### src/rtl/alu_pkg.sv
// ---------------------------------------------------------------------------
// alu_pkg -- shared definitions for the ALU slice.
//   alu_cmd_e : 4-bit operation select carried on alu.command
//   ALU_SIZE  : default operand width in bits
// ---------------------------------------------------------------------------
package alu_pkg;

    localparam int unsigned ALU_SIZE = 4;

    typedef enum logic [3:0] {
        CMD_AND  = 4'h0,
        CMD_OR   = 4'h1,
        CMD_XOR  = 4'h2,
        CMD_NOT  = 4'h3,
        CMD_ADDU = 4'h4,
        CMD_ADDS = 4'h5,
        CMD_SUBU = 4'h6,
        CMD_SUBS = 4'h7,
        CMD_MULU = 4'h8,
        CMD_MULS = 4'h9
    } alu_cmd_e;

endpackage

### src/rtl/alu_mul.sv
// ---------------------------------------------------------------------------
// alu_mul -- combinational SIZE x SIZE multiplier with overflow detection.
//   signed_mode : 1 = two's-complement operands, 0 = unsigned operands
//   a, b        : SIZE-bit operands
//   product     : 2*SIZE-bit product
//   overflow    : product does not fit in SIZE bits (signed or unsigned range)
// ---------------------------------------------------------------------------
module alu_mul #(
    parameter int unsigned SIZE = alu_pkg::ALU_SIZE
) (
    input  logic                signed_mode,
    input  logic [SIZE-1:0]     a,
    input  logic [SIZE-1:0]     b,
    output logic [2*SIZE-1:0]   product,
    output logic                overflow
);

    logic [2*SIZE-1:0] a_ext;
    logic [2*SIZE-1:0] b_ext;
    logic [SIZE:0]     p_top;

    // A single multiplier serves both modes: operands are sign- or
    // zero-extended to 2*SIZE bits and the product truncated to 2*SIZE,
    // which is exact modulo 2^(2*SIZE) in either interpretation.
    assign a_ext   = {{SIZE{signed_mode & a[SIZE-1]}}, a};
    assign b_ext   = {{SIZE{signed_mode & b[SIZE-1]}}, b};
    assign product = a_ext * b_ext;

    // Signed fit: bits [2*SIZE-1:SIZE-1] are all copies of the sign.
    assign p_top = product[2*SIZE-1:SIZE-1];

    always_comb begin
        overflow = 1'b0;
        if (signed_mode) begin
            overflow = !((&p_top) || (~|p_top));
        end else begin
            overflow = |product[2*SIZE-1:SIZE];
        end
    end

endmodule

### src/rtl/alu.sv
// ---------------------------------------------------------------------------
// alu -- registered arithmetic/logic unit, one cycle latency.
//   clk      : clock, rising edge
//   rst_n    : asynchronous active-low reset, clears result and overflow
//   enable   : capture the current operation on this edge; else hold
//   command  : operation select (alu_pkg::alu_cmd_e), 0xA-0xF give zero
//   a, b     : SIZE-bit operands
//   overflow : registered overflow flag
//   result   : registered 2*SIZE-bit result
// Configuration: define ALU_MUL_EN to build the multiplier (commands 0x8,
// 0x9); without it those commands return zero and no multiplier exists.
// ---------------------------------------------------------------------------
module alu
    import alu_pkg::*;
#(
    parameter int unsigned SIZE = ALU_SIZE
) (
    input  logic                clk,
    input  logic                rst_n,
    input  logic                enable,
    input  logic [3:0]          command,
    input  logic [SIZE-1:0]     a,
    input  logic [SIZE-1:0]     b,
    output logic                overflow,
    output logic [2*SIZE-1:0]   result
);

    localparam int unsigned MSB = SIZE - 1;

    logic [SIZE:0]       sum;
    logic [SIZE-1:0]     diff;
    logic [2*SIZE-1:0]   result_d;
    logic                overflow_d;

    assign sum  = {1'b0, a} + {1'b0, b};
    assign diff = a - b;

`ifdef ALU_MUL_EN
    logic [2*SIZE-1:0]   mul_p;
    logic                mul_ovf;

    alu_mul #(
        .SIZE (SIZE)
    ) u_mul (
        .signed_mode (command == CMD_MULS),
        .a           (a),
        .b           (b),
        .product     (mul_p),
        .overflow    (mul_ovf)
    );
`endif

    always_comb begin
        result_d   = '0;
        overflow_d = 1'b0;
        case (alu_cmd_e'(command))
            CMD_AND:  result_d = {{SIZE{1'b0}}, a & b};
            CMD_OR:   result_d = {{SIZE{1'b0}}, a | b};
            CMD_XOR:  result_d = {{SIZE{1'b0}}, a ^ b};
            CMD_NOT:  result_d = {{SIZE{1'b0}}, ~a};
            CMD_ADDU: begin
                result_d   = {{SIZE{1'b0}}, sum[SIZE-1:0]};
                overflow_d = sum[SIZE];
            end
            CMD_ADDS: begin
                result_d   = {{SIZE{1'b0}}, sum[SIZE-1:0]};
                overflow_d = (a[MSB] == b[MSB]) && (sum[MSB] != a[MSB]);
            end
            CMD_SUBU: result_d = {{SIZE{1'b0}}, diff};
            CMD_SUBS: begin
                result_d   = {{SIZE{1'b0}}, diff};
                overflow_d = (a[MSB] != b[MSB]) && (diff[MSB] != a[MSB]);
            end
`ifdef ALU_MUL_EN
            CMD_MULU: begin
                // Top result bit is forced low for the unsigned product.
                result_d   = {1'b0, mul_p[2*SIZE-2:0]};
                overflow_d = mul_ovf;
            end
            CMD_MULS: begin
                result_d   = {{SIZE{1'b0}}, mul_p[SIZE-1:0]};
                overflow_d = mul_ovf;
            end
`endif
            default: begin
                result_d   = '0;
                overflow_d = 1'b0;
            end
        endcase
    end

    always_ff @(posedge clk or negedge rst_n) begin
        if (!rst_n) begin
            result   <= '0;
            overflow <= 1'b0;
        end else if (enable) begin
            result   <= result_d;
            overflow <= overflow_d;
        end
    end

endmodule

### config.mk
export PLATFORM = sky130hd
export DESIGN_NAME = alu
export DESIGN_NICKNAME = d
export VERILOG_FILES = /design/src/rtl/alu_pkg.sv /design/src/rtl/alu_mul.sv /design/src/rtl/alu.sv
export SDC_FILE = /design/constraint.sdc
export NUM_CORES = 1
export LEC_CHECK = 0
export BUFFER_PORTS_ARGS = -buffer_cell sky130_fd_sc_hd__buf_4
export CAP_MARGIN = 10
export CORE_MARGIN = 2
export CORE_UTILIZATION = 53
export CTS_BUF_LIST = sky130_fd_sc_hd__clkbuf_8
export DETAILED_ROUTE_END_ITERATION = 12
export MAX_ROUTING_LAYER = met4
export PLACE_DENSITY = 0.91
export SETUP_SLACK_MARGIN = 0.15
export SLEW_MARGIN = 20
export SYNTH_ARGS = -nofsm -noshare
export SYNTH_HDL_FRONTEND = slang
export SYNTH_SLANG_ARGS = --single-unit
### constraint.sdc
create_clock -name clk -period 0.95 [get_ports clk]
set_input_delay 0.19 -clock clk [delete_from_list [all_inputs] [get_ports clk]]
set_output_delay 0.19 -clock clk [all_outputs]
set_load 0.01 [all_outputs]
==> results of run 1 <==
## layout make-up
cell class,count,share of cell area (%)
Multi-Input combinational cell,71,49.2
Timing Repair Buffer,48,31.6
Sequential cell,5,8.89
Inverter,17,5.69
Clock buffer,3,2.93
Tap cell,16,1.42
Clock inverter,1,0.267
## per-stage QoR
| stage | hold WS (ns) | setup TNS [ns] | instance area, sq um | power (W) |
|---|---|---|---|---|
| after floorplan | -0.106 | -1.95 | 863 | 0.000554 |
| after global placement | -0.00665 | -2.99 | 1110 | 0.000742 |
| after detailed placement | -0.00229 | -3.24 | 1110 | 0.000768 |
| after CTS | 0.237 | -1.84 | 1280 | 0.00124 |
| after global routing | 0.273 | -2.68 | 1410 | 0.00148 |
| final | 0.269 | -2.50 | 1410 | 0.00145 |
## synthesized netlist by cell type
library cell   n  area [sq um]
mux2_2         1          11.3
a221oi_2       1          15.0
dfrtp_1        5           125
a21oi_1        7          35.0
buf_4          4          30.0
o32ai_1        1          8.76
o21ai_0        4          20.0
xnor2_1        3          26.3
nand2_1        5          18.8
mux2i_1        4          40.0
buf_6          1          11.3
clkbuf_1       1          3.75
o41a_1         1          11.3
a211oi_1       1          7.51
o2111ai_1      1          8.76
nor3_1         1          5.00
o22ai_1        2          12.5
conb_1         1          3.75
mux4_2         1          22.5
inv_2          1          3.75
a211o_1        1          8.76
o21a_1         1          7.51
fa_1           2          40.0
nor3b_1        1          7.51
a2bb2oi_1      1          8.76
a21o_1         1          7.51
a31oi_1        1          6.26
buf_2          2          10.0
nor2_1         6          22.5
o21bai_1       2          15.0
inv_1         16          60.1
o21ai_2        1          8.76
ha_1          11           138
a21oi_4        1          16.3
nand2b_1       3          18.8
nand3_1        2          10.0
## sequential cells by signal (all words and copies together), names as in the netlist
signal    cells
result        4
overflow      1
## where the power goes
group | internal [W] | total, W | switching, W
Combinational | 0.000386 | 0.000773 | 0.000387
Sequential | 0.000238 | 0.000257 | 0.0000185
Clock | 0.000280 | 0.000424 | 0.000144
Total | 0.000904 | 0.00145 | 0.000549
## worst min-delay path by stage
stage           start         to  slack, ns  cells past startpoint
3_3_place_gp    rst_n  result[2]     -0.007                      1
3_5_place_dp    rst_n  result[1]     -0.002                      1
6_report       enable  result[0]       0.27                      2
5_1_grt        enable  result[0]       0.27                      2
4_1_cts        enable  result[0]       0.24                      2
2_1_floorplan   rst_n   overflow      -0.11                      0
## critical path: stages
cell and delay, ns:
buf_8 0.09, ha_4 0.15, inv_4 0.04, fa_2 0.41
o21bai_1 0.16, a21oi_1 0.10, o41a_1 0.45, o32ai_2 0.16
## layer usage
layer / vias up / GRT usage [%] / share of wire [%]
li1: 425 / - / -
met1: 506 / 40.5 / 36
met2: 101 / 59.1 / 46
met3: 34 / 8.51 / 10
met4: 0 / 20.0 / 7.1
met5: - / - / 0
## what timing repair did
item	4_1_cts	5_1_grt
gates cloned	0	0
pin swaps	9	9
hold buffers	1	0
setup endpoints to repair	10	10
resized for setup	21	13
buffers inserted	4	7
hold endpoints to repair	5	0
## cells by family (layout without fill, tap and decap cells)
| family | after synthesis | count (layout) | synth area share [%] |
|---|---|---|---|
| compound gates | 27 | 27 | 24.5 |
| xor+xnor | 3 | 3 | 3.26 |
| fa+ha+maj | 13 | 13 | 22.0 |
| buf+inv | 25 | 69 | 14.8 |
| flops | 5 | 5 | 15.5 |
| mux | 6 | 6 | 9.16 |
| other cells | 1 | 4 | 0.465 |
| simple gates | 18 | 18 | 10.2 |
==> flow_summary.yaml, run 1 <==
clock_network:
  htree_num_levels: 1
  root_buffer: "clkbuf_8"
  cts.clk_slew.worst_paths_ns: 0.04
  cts.sinks: 5
  insertion_delay_ns: 0.24
  cts_made_buffers: 3
  clockBufferDepth: 2
  cts_tree: "done"
finish:
  final_cell_mix: "buf_4, inv_1, nor2_1, ha_1, buf_6"
  multiInputGateArea_sq_um: 692
  diodes: 0
  syn2layout_area_growth_pct: 74.7
  drive_gt1_share_pct: 54.5
  final_nets: 174
  seq_area_sq_um: 125
  n_fill_cell: 39
  layout.cells.non_filler: 161
  layout_commonest_cell: "buf_4"
  final_util_pct: 95.7
setup_path:
  rrSetupSlack_ns: -0.16
  endpoint_kind: "flip-flop"
  crit_required_ns: 1.08
  r2r_cells: 3
  arrival_ns: 1.75
  critPathCapture: "overflow"
  r2r-end: "overflow"
  path_class: "in -> reg"
  critPathLaunch: "a[0]"
  cp_max_fo: 3
  r2r-start: "overflow"
  critPathLaunchType: "input port"
job:
  maxCapViolations: 0
timing:
  slew_violations: 0
  fin_crit_ns: 1.61
  post-route-period-util_pct: 170
  finalSetupViolCount: 6
  hold_viol_final: 0
  fin_ws_ns: -0.663
  rsz0062_at_grt: "true"
  fin_skew_ns: 0
  fmax_mhz: 620
floorplanning:
  die_w_microns: 43.0
  core_sq_mm: 0.00147
  num_io_pins: 24
  rows: 14
  die_h_microns: 43.0
  dieArea_sq_mm: 0.00185
  initial_core_util_pct: 54.8
routing:
  firstDrtPassIters: 4
  finalWirelength_mm: 4.10
  post_drt_via_cell_ratio: 6.62
  drc: 0
  drt_iter0_markers: 78
  vias: 1066
  routedWlPerCell_microns: 25.4
  antenna_left: 0
worst_hold_path:
  hold_class: "in -> reg"
synthesis:
  ys_seq_area_share_pct: 15.5
  ys_ff_latch: 5
  synth_cell_type_count: 36
  yosysWarnings: 0
  postSynthAreaPerCell_sq_um: 8.22
  synth_cells: 98
  netlist_area_sq_um: 806
grt:
  grt_max_degree: 13
  grt_overflow: 0
  grt_usage_pct: 36.2
  antenna_found_initial: 0
  grt_pass1_wl_mm: 4.62
  grt_pass1_vias: 961
placed_design:
  portBuffers: 19
  dp_slack_ns: -0.750
  hpwl_mm: 1.71
  gp_congestion: 0.883
  place_inst: 145
pwr:
  power_density_mw_per_mm2: 1030
  max-vdd-ir-drop_mv: 1.24
  power.leakage_nw: 0.679
outcome:
  status: "finished with violations"
  violations: "negative setup slack"
Note: power is estimated with default switching activity, not from simulation.
==> run 2: changes to the inputs <==
--- a/config.mk
+++ b/config.mk
@@ -13,6 +13,7 @@
 export DETAILED_ROUTE_END_ITERATION = 12
 export MAX_ROUTING_LAYER = met4
 export PLACE_DENSITY = 0.91
+export RECOVER_POWER = 50
 export SETUP_SLACK_MARGIN = 0.15
 export SLEW_MARGIN = 20
 export SYNTH_ARGS = -nofsm -noshare
==> run 2 against run 1 <==
Compared with the run above: the run still ends with negative setup slack left; critical path depth unchanged; clock skew unchanged; register-to-register slack about the same; non-clock buffer count unchanged; critical endpoint unchanged; largest power group unchanged.
==> flow_summary.yaml, run 2 (same netlist as run 1, synthesis figures left out) <==
outcome:
  status: "finished with violations"
  violations: "negative setup slack"
clock_network:
  cts.clk_slew.worst_paths_ns: 0.04
  cts.sinks: 5
  insertion_delay_ns: 0.24
  cts_made_buffers: 3
  htree_num_levels: 1
  cts_tree: "done"
  root_buffer: "clkbuf_8"
  clockBufferDepth: 2
pwr:
  swShare_pct: 37.9
  p_seq_share_pct: 17.6
  clkPwrFrac_pct: 29.2
  power_frac_comb_pct: 53.1
  p_int_w: 0.000902
  power_density_mw_per_mm2: 1030
  net-switching-power_w: 0.000550
  power.leakage_nw: 0.676
  max-vdd-ir-drop_mv: 1.24
floorplanning:
  initial_core_util_pct: 54.8
  num_io_pins: 24
  die_w_microns: 43.0
  dieArea_sq_mm: 0.00185
  core_sq_mm: 0.00147
  die_h_microns: 43.0
  rows: 14
grt:
  antenna_found_initial: 0
  use_met2_pct: 59.1
  grt_pass1_vias: 961
  met3_usage_pct: 8.51
  use_met1_pct: 40.5
  grt_overflow: 0
  grt_max_degree: 13
  busiest_layer: "met2"
  grt_pass1_wl_mm: 4.62
  grt_usage_pct: 36.2
placed_design:
  place_inst: 145
  gp_congestion: 0.883
  hpwl_mm: 1.71
  placed_area_sq_mm: 0.00111
  portBuffers: 19
  dp_slack_ns: -0.750
routing:
  finalWirelength_mm: 4.11
  drt_iter0_markers: 66
  post_drt_via_cell_ratio: 6.62
  firstDrtPassIters: 4
  antenna_left: 0
  routedWlPerCell_microns: 25.5
  vias: 1066
  drc: 0
finish:
  diodes: 0
  syn2layout_area_growth_pct: 74.2
  layout_commonest_cell: "buf_4"
  largest_reg_flops: 4
  final_nets: 174
  top_register: "result"
  drive_gt1_share_pct: 53.8
  final_cell_mix: "buf_4, inv_1, nor2_1, ha_1, buf_6"
  layout.cells.non_filler: 161
  top_regs: "result (4), overflow (1)"
  fin_area_sq_mm: 0.00140
timing:
  finalSetupViolCount: 6
  fin_crit_ns: 1.62
  rsz0062_at_grt: "true"
  fin_skew_ns: 0
  slew_violations: 0
  post-route-period-util_pct: 170
  hold_viol_final: 0
  fmax_mhz: 618
  fin_ws_ns: -0.668
setup_path:
  cp_max_fo: 3
  arrival_ns: 1.75
  r2r-start: "overflow"
  critPathLaunchType: "input port"
  endpoint_kind: "flip-flop"
  path_class: "in -> reg"
  crit_required_ns: 1.08
  critPathLaunch: "a[0]"
worst_hold_path:
  hold_class: "in -> reg"
  hold_start: "enable"
job:
  maxCapViolations: 0
run 2: final timing paths:
check | slack [ns] | end | cells past startpoint
worst max-delay path | -0.67 | overflow | 8
worst min-delay path | 0.27 | result[0] | 2
worst max register to register | -0.17 | overflow | 3
worst min register to register | 0.58 | result[2] | 2
max in group asynchronous | 0.31 | result[3] | 2
min in group asynchronous | 0.38 | result[0] | 2
run 2: layout make-up:
cell class	count	area [sq um]
Tap cell	16	20.0
Inverter	17	80.1
Multi-Input combinational cell	71	692
Timing Repair Buffer	48	442
Clock inverter	1	3.75
Fill cell	40	67.6
Clock buffer	3	41.3
Sequential cell	5	125
run 2: routing by layer:
metal	share of wire [%]	routed length, microns
met5	0	0
met3	10	427
met2	45	1870
met4	8.0	330
met1	36	1480
run 2: metrics by stage:
| step | hold WS (ns) | total power [W] | setup TNS, ns | util (%) |
|---|---|---|---|---|
| finish | 0.268 | 0.00145 | -2.53 | 95.4 |
| global route | 0.273 | 0.00148 | -2.68 | 95.4 |
| CTS | 0.237 | 0.00124 | -1.84 | 86.7 |
| detailed placement | -0.00229 | 0.000768 | -3.24 | 75.5 |
| global placement | -0.00665 | 0.000742 | -2.99 | 75.5 |
| floorplan | -0.106 | 0.000554 | -1.95 | - |
run 2: power by group through the flow:
| stage | Clock, W | Sequential (W) | Combinational, W |
|---|---|---|---|
| 2_1_floorplan | 0 | 0.000265 | 0.000290 |
| 3_3_place_gp | 0 | 0.000253 | 0.000488 |
| 3_5_place_dp | 0 | 0.000255 | 0.000514 |
| 4_1_cts | 0.000398 | 0.000255 | 0.000586 |
| 5_1_grt | 0.000430 | 0.000258 | 0.000793 |
| 6_report | 0.000425 | 0.000256 | 0.000772 |
run 2: timing repair:
item,in CTS,in global routing
setup buffers,4,7
endpoints found under the setup margin,10,10
hold buffers,1,0
endpoints found under the hold margin,5,0
resized for setup,21,13
cloned,0,0
pin swaps,9,9
run 2: critical path, cell delays in order:
cell      delay (ns)
buf_8           0.09
ha_4            0.15
inv_4           0.04
fa_2            0.40
o21bai_1        0.16
a21oi_1         0.10
o41a_1          0.45
o32ai_2         0.16
==> run 3: changes to the inputs <==
--- a/config.mk
+++ b/config.mk
@@ -7,12 +7,14 @@
 export LEC_CHECK = 0
 export BUFFER_PORTS_ARGS = -buffer_cell sky130_fd_sc_hd__buf_4
 export CAP_MARGIN = 10
+export CELL_PAD_IN_SITES_DETAIL_PLACEMENT = 0
+export CELL_PAD_IN_SITES_GLOBAL_PLACEMENT = 1
 export CORE_MARGIN = 2
-export CORE_UTILIZATION = 53
+export CORE_UTILIZATION = 38
 export CTS_BUF_LIST = sky130_fd_sc_hd__clkbuf_8
 export DETAILED_ROUTE_END_ITERATION = 12
 export MAX_ROUTING_LAYER = met4
-export PLACE_DENSITY = 0.91
+export PLACE_DENSITY = 0.9
 export RECOVER_POWER = 50
 export SETUP_SLACK_MARGIN = 0.15
 export SLEW_MARGIN = 20
==> run 3 against run 2 <==
Compared with the run above: the flow still finishes with violations (negative setup slack); global-route usage decreased by 17 points; setup slack improved by 0.16 ns; critical path depth increased by 1; cell count increased by 3.7%; count of clock-buffer cells in the layout unchanged; non-clock buffer count decreased by 5; utilization decreased by 28 points; sequential power about the same; largest power group unchanged; highest routed layer is now met3.
==> flow_summary.yaml, run 3 (same netlist as run 1, synthesis figures left out) <==
setup_path:
  slowest_delay_ns: 0.41
  critPathBufInv: 2
  endpoint_kind: "flip-flop"
  critPathTopFamily: "adder cells"
  arrival_ns: 1.55
  critPathLaunchType: "input port"
  crit_chain: "buf_8 -> ha_4 -> inv_2 -> fa_2 -> xnor2_2 -> a211oi_2 -> a31oi_1 -> a21oi_1 -> o22ai_1"
  path_class: "in -> reg"
  cp_max_fo: 3
  rrSetupSlack_ns: 0.06
  crit_slowest_cell: "fa_2"
  crit_required_ns: 1.05
grt:
  grt_pass1_wl_mm: 3.54
  grt_max_degree: 12
  grt_pass1_vias: 836
  grt_usage_pct: 18.9
  grt_overflow: 0
  antenna_found_initial: 0
floorplanning:
  dieArea_sq_mm: 0.00251
  rows: 16
  die_w_microns: 50.1
  initial_core_util_pct: 40.7
  core_sq_mm: 0.00198
  num_io_pins: 24
  die_h_microns: 50.1
placed_design:
  gp_congestion: 0.875
  placed_area_sq_mm: 0.00114
  portBuffers: 19
  hpwl_mm: 1.63
pwr:
  power_density_mw_per_mm2: 937
  power.leakage_nw: 0.640
  power_frac_comb_pct: 49.5
  max-vdd-ir-drop_mv: 0.575
  p_int_w: 0.000851
  swShare_pct: 32.1
  p_seq_share_pct: 20.4
  total_power_w: 0.00125
  net-switching-power_w: 0.000402
  clkPwrFrac_pct: 30.1
finish:
  multiInputGateArea_sq_um: 689
  syn2layout_area_growth_pct: 66.0
  largest_reg_flops: 4
  top_register: "result"
  layout_commonest_cell: "buf_4"
  n_fill_cell: 146
  final_nets: 169
  fin_area_sq_mm: 0.00134
  seq_area_sq_um: 125
  top_regs: "result (4), overflow (1)"
  drive_gt1_share_pct: 50.0
  final_cell_mix: "buf_4, inv_1, ha_1, buf_6, nor2_1"
  final_util_pct: 67.5
  diodes: 0
timing:
  post-route-period-util_pct: 154
  finalSetupViolCount: 4
  slew_violations: 0
  fin_skew_ns: 0
  rsz0062_at_grt: "true"
  fin_crit_ns: 1.46
  fmax_mhz: 686
  fin_ws_ns: -0.508
  hold_viol_final: 0
  fin_tns_setup_ns: -1.92
clock_network:
  cts_made_buffers: 3
  insertion_delay_ns: 0.22
  cts.sinks: 5
  cts.clk_slew.worst_paths_ns: 0.03
  cts_tree: "done"
  clockBufferDepth: 2
  htree_num_levels: 1
  root_buffer: "clkbuf_8"
routing:
  drc: 0
  firstDrtPassIters: 5
  finalWirelength_mm: 2.12
  vias: 808
  post_drt_via_cell_ratio: 4.84
  antenna_left: 0
  drt_iter0_markers: 18
  routedWlPerCell_microns: 12.7
job:
  maxCapViolations: 0
worst_hold_path:
  hold_class: "in -> reg"
outcome:
  violations: "negative setup slack"
  status: "finished with violations"
[run 3: changes by cell type in the layout (fill, tap and decap cells not counted), moves of 2 or more]
cell	before	now
buf_4	34	31
a21oi_2	4	2
buf_12	3	0
a21oi_1	3	5
[run 3: power by group through the flow]
stage               logic, W  registers (W)  clock network (W)
floorplan           0.000290       0.000265                  0
global placement    0.000503       0.000253                  0
detailed placement  0.000520       0.000254                  0
CTS                 0.000600       0.000256           0.000386
global route        0.000675       0.000258           0.000401
finish              0.000620       0.000256           0.000377
[run 3: cell type report]
cell class                 instances  area share, %
clock buffer                       3           3.09
clock inverter                     1          0.281
inverter                          17           5.52
multi-input combinational         71           51.5
sequential                         5           9.35
tap                               27           2.53
timing repair buffer              43           27.7
[run 3: repair_timing]
action | in CTS | in global routing
pin swaps | 8 | 5
setup endpoints to repair | 10 | 10
gates resized for setup | 28 | 2
buffers inserted | 0 | 2
endpoints found under the hold margin | 5 | 0
hold buffers | 1 | 0
[run 3: per-stage QoR]
step / std cells / setup WS [ns] / hold WS, ns
floorplan: 101 / -0.502 / -0.106
global placement: 160 / -0.730 / -0.00693
detailed placement: 160 / -0.783 / -0.00550
CTS: 165 / -0.488 / 0.251
global route: 167 / -0.565 / 0.273
finish: 167 / -0.508 / 0.260
[run 3: path summary, 6_finish.rpt]
kind / from / cells past startpoint / to
max in group asynchronous: rst_n / 2 / result[1]
worst max-delay path: a[0] / 9 / result[2]
min in group asynchronous: rst_n / 2 / result[3]
worst max register to register: overflow / 2 / overflow
worst min register to register: result[2] / 2 / result[2]
worst min-delay path: enable / 2 / result[3]
[run 3: per-layer routing]
metal	up-vias	GRT usage (%)	share of wire, %
met5	-	-	0
met4	0	5.56	0
met3	0	2.12	3.3
met2	19	35.5	53
met1	381	20.4	44
li1	408	-	-
